`src/rtl/ps2_tx.sv`:
```
// PS/2 host-to-device transmitter: sends one byte using the request-to-send sequence.
// It drives PS2_CLK and PS2_DAT open-drain through pull-low enables, checks the device ACK, and enforces a timeout.
module ps2_tx #(
   parameter int unsigned INHIBIT_CYCLES = 2500,
   parameter int unsigned TIMEOUT_CYCLES = 375000
) (
   input  logic       clock,
   input  logic       reset_n,
   input  logic       send,
   input  logic [7:0] data,
   input  logic       ps_clock_in,
   input  logic       ps_data_in,
   output logic       ps_clock_oe,
   output logic       ps_data_oe,
   output logic       busy,
   output logic       done,
   output logic       error
);

   localparam int unsigned IW = $clog2(INHIBIT_CYCLES + 1);
   localparam int unsigned TW = $clog2(TIMEOUT_CYCLES + 1);
   localparam logic [IW-1:0] INH_LAST = IW'(INHIBIT_CYCLES - 1);
   localparam logic [TW-1:0] TO_LAST  = TW'(TIMEOUT_CYCLES - 1);

   typedef enum logic [2:0] {
      S_IDLE,
      S_INHIBIT,
      S_START,
      S_BITS,
      S_ACK,
      S_WAIT
   } state_t;

   state_t        r_state;
   state_t        w_next;

   logic          r_clk_s1;
   logic          r_clk_s2;
   logic          r_clk_prev;
   logic          r_dat_s1;
   logic          r_dat_s2;
   logic [9:0]    r_frame;
   logic          r_bit_oe;
   logic [3:0]    r_bit_cnt;
   logic [IW-1:0] r_inh_cnt;
   logic [TW-1:0] r_to_cnt;
   logic          r_nack;
   logic          r_done;
   logic          r_error;

   logic          w_fall;
   logic          w_timed;
   logic          w_timeout;
   logic          w_line_idle;

   assign w_fall      = r_clk_prev & ~r_clk_s2;
   assign w_timed     = (r_state == S_BITS) || (r_state == S_ACK) || (r_state == S_WAIT);
   assign w_timeout   = w_timed && (r_to_cnt == TO_LAST);
   assign w_line_idle = r_clk_s2 & r_dat_s2;

   always_ff @(posedge clock or negedge reset_n) begin
      if (!reset_n) begin
         r_state <= S_IDLE;
      end else begin
         r_state <= w_next;
      end
   end

   always_comb begin
      w_next = r_state;
      unique case (r_state)
         S_IDLE: begin
            if (send) w_next = S_INHIBIT;
         end
         S_INHIBIT: begin
            if (r_inh_cnt == INH_LAST) w_next = S_START;
         end
         S_START: begin
            w_next = S_BITS;
         end
         S_BITS: begin
            if (w_timeout)                           w_next = S_IDLE;
            else if (w_fall && (r_bit_cnt == 4'd9))  w_next = S_ACK;
         end
         S_ACK: begin
            if (w_timeout)   w_next = S_IDLE;
            else if (w_fall) w_next = S_WAIT;
         end
         S_WAIT: begin
            if (w_timeout || w_line_idle) w_next = S_IDLE;
         end
         default: begin
            w_next = S_IDLE;
         end
      endcase
   end

   // The line enables decode from state, so an asynchronous reset releases both pins at once.
   always_comb begin
      ps_clock_oe = 1'b0;
      ps_data_oe  = 1'b0;
      busy        = 1'b1;
      unique case (r_state)
         S_IDLE:    busy        = 1'b0;
         S_INHIBIT: ps_clock_oe = 1'b1;
         S_START: begin
            ps_clock_oe = 1'b1;
            ps_data_oe  = 1'b1;
         end
         S_BITS:    ps_data_oe  = r_bit_oe;
         default:   ;
      endcase
   end

   assign done  = r_done;
   assign error = r_error;

   always_ff @(posedge clock or negedge reset_n) begin
      if (!reset_n) begin
         r_clk_s1   <= 1'b1;
         r_clk_s2   <= 1'b1;
         r_clk_prev <= 1'b1;
         r_dat_s1   <= 1'b1;
         r_dat_s2   <= 1'b1;
         r_frame    <= '0;
         r_bit_oe   <= 1'b0;
         r_bit_cnt  <= '0;
         r_inh_cnt  <= '0;
         r_to_cnt   <= '0;
         r_nack     <= 1'b0;
         r_done     <= 1'b0;
         r_error    <= 1'b0;
      end else begin
         r_clk_s1   <= ps_clock_in;
         r_clk_s2   <= r_clk_s1;
         r_clk_prev <= r_clk_s2;
         r_dat_s1   <= ps_data_in;
         r_dat_s2   <= r_dat_s1;
         r_done     <= 1'b0;
         r_inh_cnt  <= (r_state == S_INHIBIT) ? r_inh_cnt + IW'(1) : '0;
         r_to_cnt   <= w_timed ? r_to_cnt + TW'(1) : '0;

         if ((r_state == S_IDLE) && send) begin
            r_frame <= {1'b1, ~^data, data};
            r_error <= 1'b0;
         end

         // The start bit stays asserted through BITS until the first device falling edge.
         if (r_state == S_START) begin
            r_bit_oe  <= 1'b1;
            r_bit_cnt <= '0;
            r_nack    <= 1'b0;
         end

         if ((r_state == S_BITS) && w_fall) begin
            r_bit_oe  <= ~r_frame[0];
            r_frame   <= {1'b0, r_frame[9:1]};
            r_bit_cnt <= r_bit_cnt + 4'd1;
         end

         if ((r_state == S_ACK) && w_fall) begin
            r_nack <= r_dat_s2;
         end

         if (w_timed && (w_next == S_IDLE)) begin
            r_done  <= 1'b1;
            r_error <= w_timeout | r_nack;
         end
      end
   end

endmodule

```
`config.mk`:
```
export PLATFORM = sky130hd
export DESIGN_NAME = ps2_tx
export DESIGN_NICKNAME = d
export VERILOG_FILES = /design/src/rtl/ps2_tx.sv
export SDC_FILE = /design/constraint.sdc
export NUM_CORES = 1
export LEC_CHECK = 0
export BUFFER_PORTS_ARGS = -buffer_cell sky130_fd_sc_hd__buf_4
export CORE_ASPECT_RATIO = 1.25
export CORE_UTILIZATION = 30
export CTS_CLUSTER_DIAMETER = 150
export CTS_CLUSTER_SIZE = 10
export DETAILED_ROUTE_END_ITERATION = 10
export PLACE_DENSITY = 0.44
export SKIP_LAST_GASP = 1
export SLEW_MARGIN = 25
export SYNTH_ARGS = -nofsm -noshare
export SYNTH_HDL_FRONTEND = slang
export SYNTH_SLANG_ARGS = --single-unit
```
`constraint.sdc`:
```
create_clock -name clock -period 2.3 [get_ports clock]
set_input_delay 0.23 -clock clock [delete_from_list [all_inputs] [get_ports clock]]
set_output_delay 0.23 -clock clock [all_outputs]
set_load 0.05 [all_outputs]
```
==> metrics.cfg <==
[synthesis]
synth_ff_type=dfrtp_1
syn_inst=293
yosysTopAreaCell=dfrtp_1
synth_cell_types=47
ys_warn_count=0
synth_top_area_share_pct=45.9
syn_area_um2=2840
synth_nets=310
synth_edf_count=0
ys_seq_area_share_pct=50.5
yosys-top-cells-area=dfrtp_1, xnor2_1, dfstp_2
synth-async-reset-ratio_pct=100
synth.avg_cell_area_um2=9.68
synth_seq_cells=57

[sta]
fmax_ghz=0.485
tns_ns=0
maxSlewHeadroom_pct=50.2
fin_crit_ns=2.06
tightest_slew_ns=0.747
rsz0062_at_grt=no
fin_crit_sh_pct=89.6
hold_viol=35
maxSlewViolCount=0
setup_violations=0
setup_slack_ns=0.240
hold_slack_ns=-0.0163
skew_ns=0.00877

[layout]
fin_area_um2=3430
area_delta_synth_final_pct=20.9
layout.cells.most_common_list=dfrtp_1, nand2_1, nor2_1
drive_above_1_share_pct=15.2
diodes=0
final_common_cell=dfrtp_1
layout.nets=335
utilization_pct=37.4
n_fill_cell=956

[floorplan]
rows=39
die_h_um=111
die_w_um=89.0
ios=18
start_util_pct=30.9
die-area_um2=9850
core_um2=9170

[cts]
clock_sinks=57
ctsHoldBuffers=0
htree_levels=3
root_buffer=clkbuf_16
postCtsSetupBuffers=0
tritoncts=done
worstSkewPairLatency_ns=0.33
clk_path_buf_depth=2
clkTransAtPathRegs_ns=0.05
cts_resized=0
cts_made_buffers=9

[setup_path]
worstPathMaxFanout=7
start_kind=register
cp-end-kind=register
crit_required_ns=2.55
crit_type=reg2reg
arrival_ns=2.31

[placed_design]
port_buffers=17
dpl_cell_area_um2=3130
dpl.hpwl_mm=4.38
place_ws_ns=0.274
gp_congestion=0.824

[power_and_ir_drop]
swShare_pct=20.1
p_seq_share_pct=42.4
leakage_nw=1.41
power_density_nw_per_um2=707
switchingPower_w=0.000488
pwr-share-comb_pct=2.9
p_int_w=0.00194
ir_worst_vdd_mv=0.284
p_clk_share_pct=54.7

[outcome]
outcome=finished, violations left
violations=negative hold slack

[grt]
grt_pass1_wl_mm=10.9
first_global_vias=2208
grt_max_degree=58
grt_use_total_pct=14.6
grt_overflow=0
grt_antenna_before_repair=0

[routing]
drtAntennaViolNets=0
initialDrtViolationCount=67
routed_wl_mm=6.32
drc_errors=0
post_drt_via_cell_ratio=4.91
first_pass_iters=4
vias=2187
wl_per_cell_um=14.2

[min_path]
hp-class=in2async

[job]
maxCapViolations=0

-- worst paths after layout --
kind,from,endpoint,slack [ns],cells after the start
hold reg to reg,r_clk_s1,r_clk_s2,0.35,0
hold / removal,reset_n,r_to_cnt[18],-0.02,1
setup reg to reg,r_to_cnt[0],r_to_cnt[18],0.24,5
min in group clock,ps_data_in,r_dat_s1,0.01,1
setup / recovery,r_to_cnt[0],r_to_cnt[18],0.24,5
max in group asynchronous,reset_n,r_inh_cnt[9],1.83,1
-- worst max-delay path, cell delays in order (launching register included) --
cell and delay (ns):
dfrtp_1 0.38, ha_1 0.26, nand3_1 0.14, or4_1 0.55
or4_1 0.51, a21oi_1 0.15
-- metal layers --
metal	global-route usage, %	part of all wire (%)
met1	19.0	46
met3	3.43	2.8
met4	7.51	1.8
met2	22.4	49
met5	0	0
-- power groups by stage --
stage               clock (W)  combinational (W)  sequential (W)
finish                0.00133          0.0000702         0.00103
global route          0.00140          0.0000804         0.00103
CTS                   0.00136          0.0000733         0.00103
detailed placement          0          0.0000735         0.00104
global placement            0          0.0000729         0.00104
floorplan                   0          0.0000289         0.00104
-- synthesized netlist by cell type (2+ instances only) --
cell type / count
nand2b_1: 4
or4_1: 3
nor4b_1: 5
nand4_1: 7
or3_1: 5
nand3_1: 17
and3_1: 4
nand2_1: 34
nand3b_1: 2
mux2i_1: 3
o21ai_0: 12
xor2_1: 10
nor4_1: 3
buf_2: 3
o31ai_1: 2
a22oi_1: 10
dfstp_2: 5
inv_1: 9
a21oi_1: 11
ha_1: 4
nor4bb_1: 2
nor2_1: 32
xnor2_1: 17
clkbuf_1: 7
nor3_1: 8
nor2b_1: 2
dfrtp_1: 52
-- registers in the layout, summed over array words and instances (netlist names) --
signal and count:
r_frame 10, done 1, r_clk_s1 1, r_dat_s2 1, r_bit_oe 1, error 1
r_dat_s1 1, r_bit_cnt 4, r_clk_s2 1, r_nack 1, r_inh_cnt 12, r_to_cnt 19
r_state 3, r_clk_prev 1
-- stage by stage --
step / total power, W / instances / hold slack [ns]
floorplan: 0.00107 / 293 / -0.0656
global placement: 0.00112 / 430 / 0.338
detailed placement: 0.00112 / 430 / 0.340
CTS: 0.00246 / 445 / 0.00384
global route: 0.00251 / 445 / 0.00618
finish: 0.00242 / 445 / -0.0163
-- layout make-up --
class	instances	area (µm²)	area share [%]
flip-flops and latches	57	1430	41.8
multi-input cells	216	1330	38.6
clock buffers	12	256	7.48
repair buffers	25	188	5.47
well taps	123	154	4.49
clock inverters	3	40.0	1.17
inverters	9	33.8	0.985
-- kinds of logic (layout without fill, tap and decap cells) --
kind of cell / after synthesis / in the layout / share of synthesized area [%]
multiplexers: 3 / 3 / 1.06
XOR/XNOR: 27 / 27 / 8.34
AO/OA/AOI/OAI: 45 / 45 / 10.1
flip-flops: 57 / 57 / 50.5
AND/OR/NAND/NOR: 137 / 137 / 25.5
adder cells (fa/ha/maj): 4 / 4 / 1.76
buffers and inverters: 20 / 49 / 2.78
Note: power is estimated with default switching activity, not from simulation.
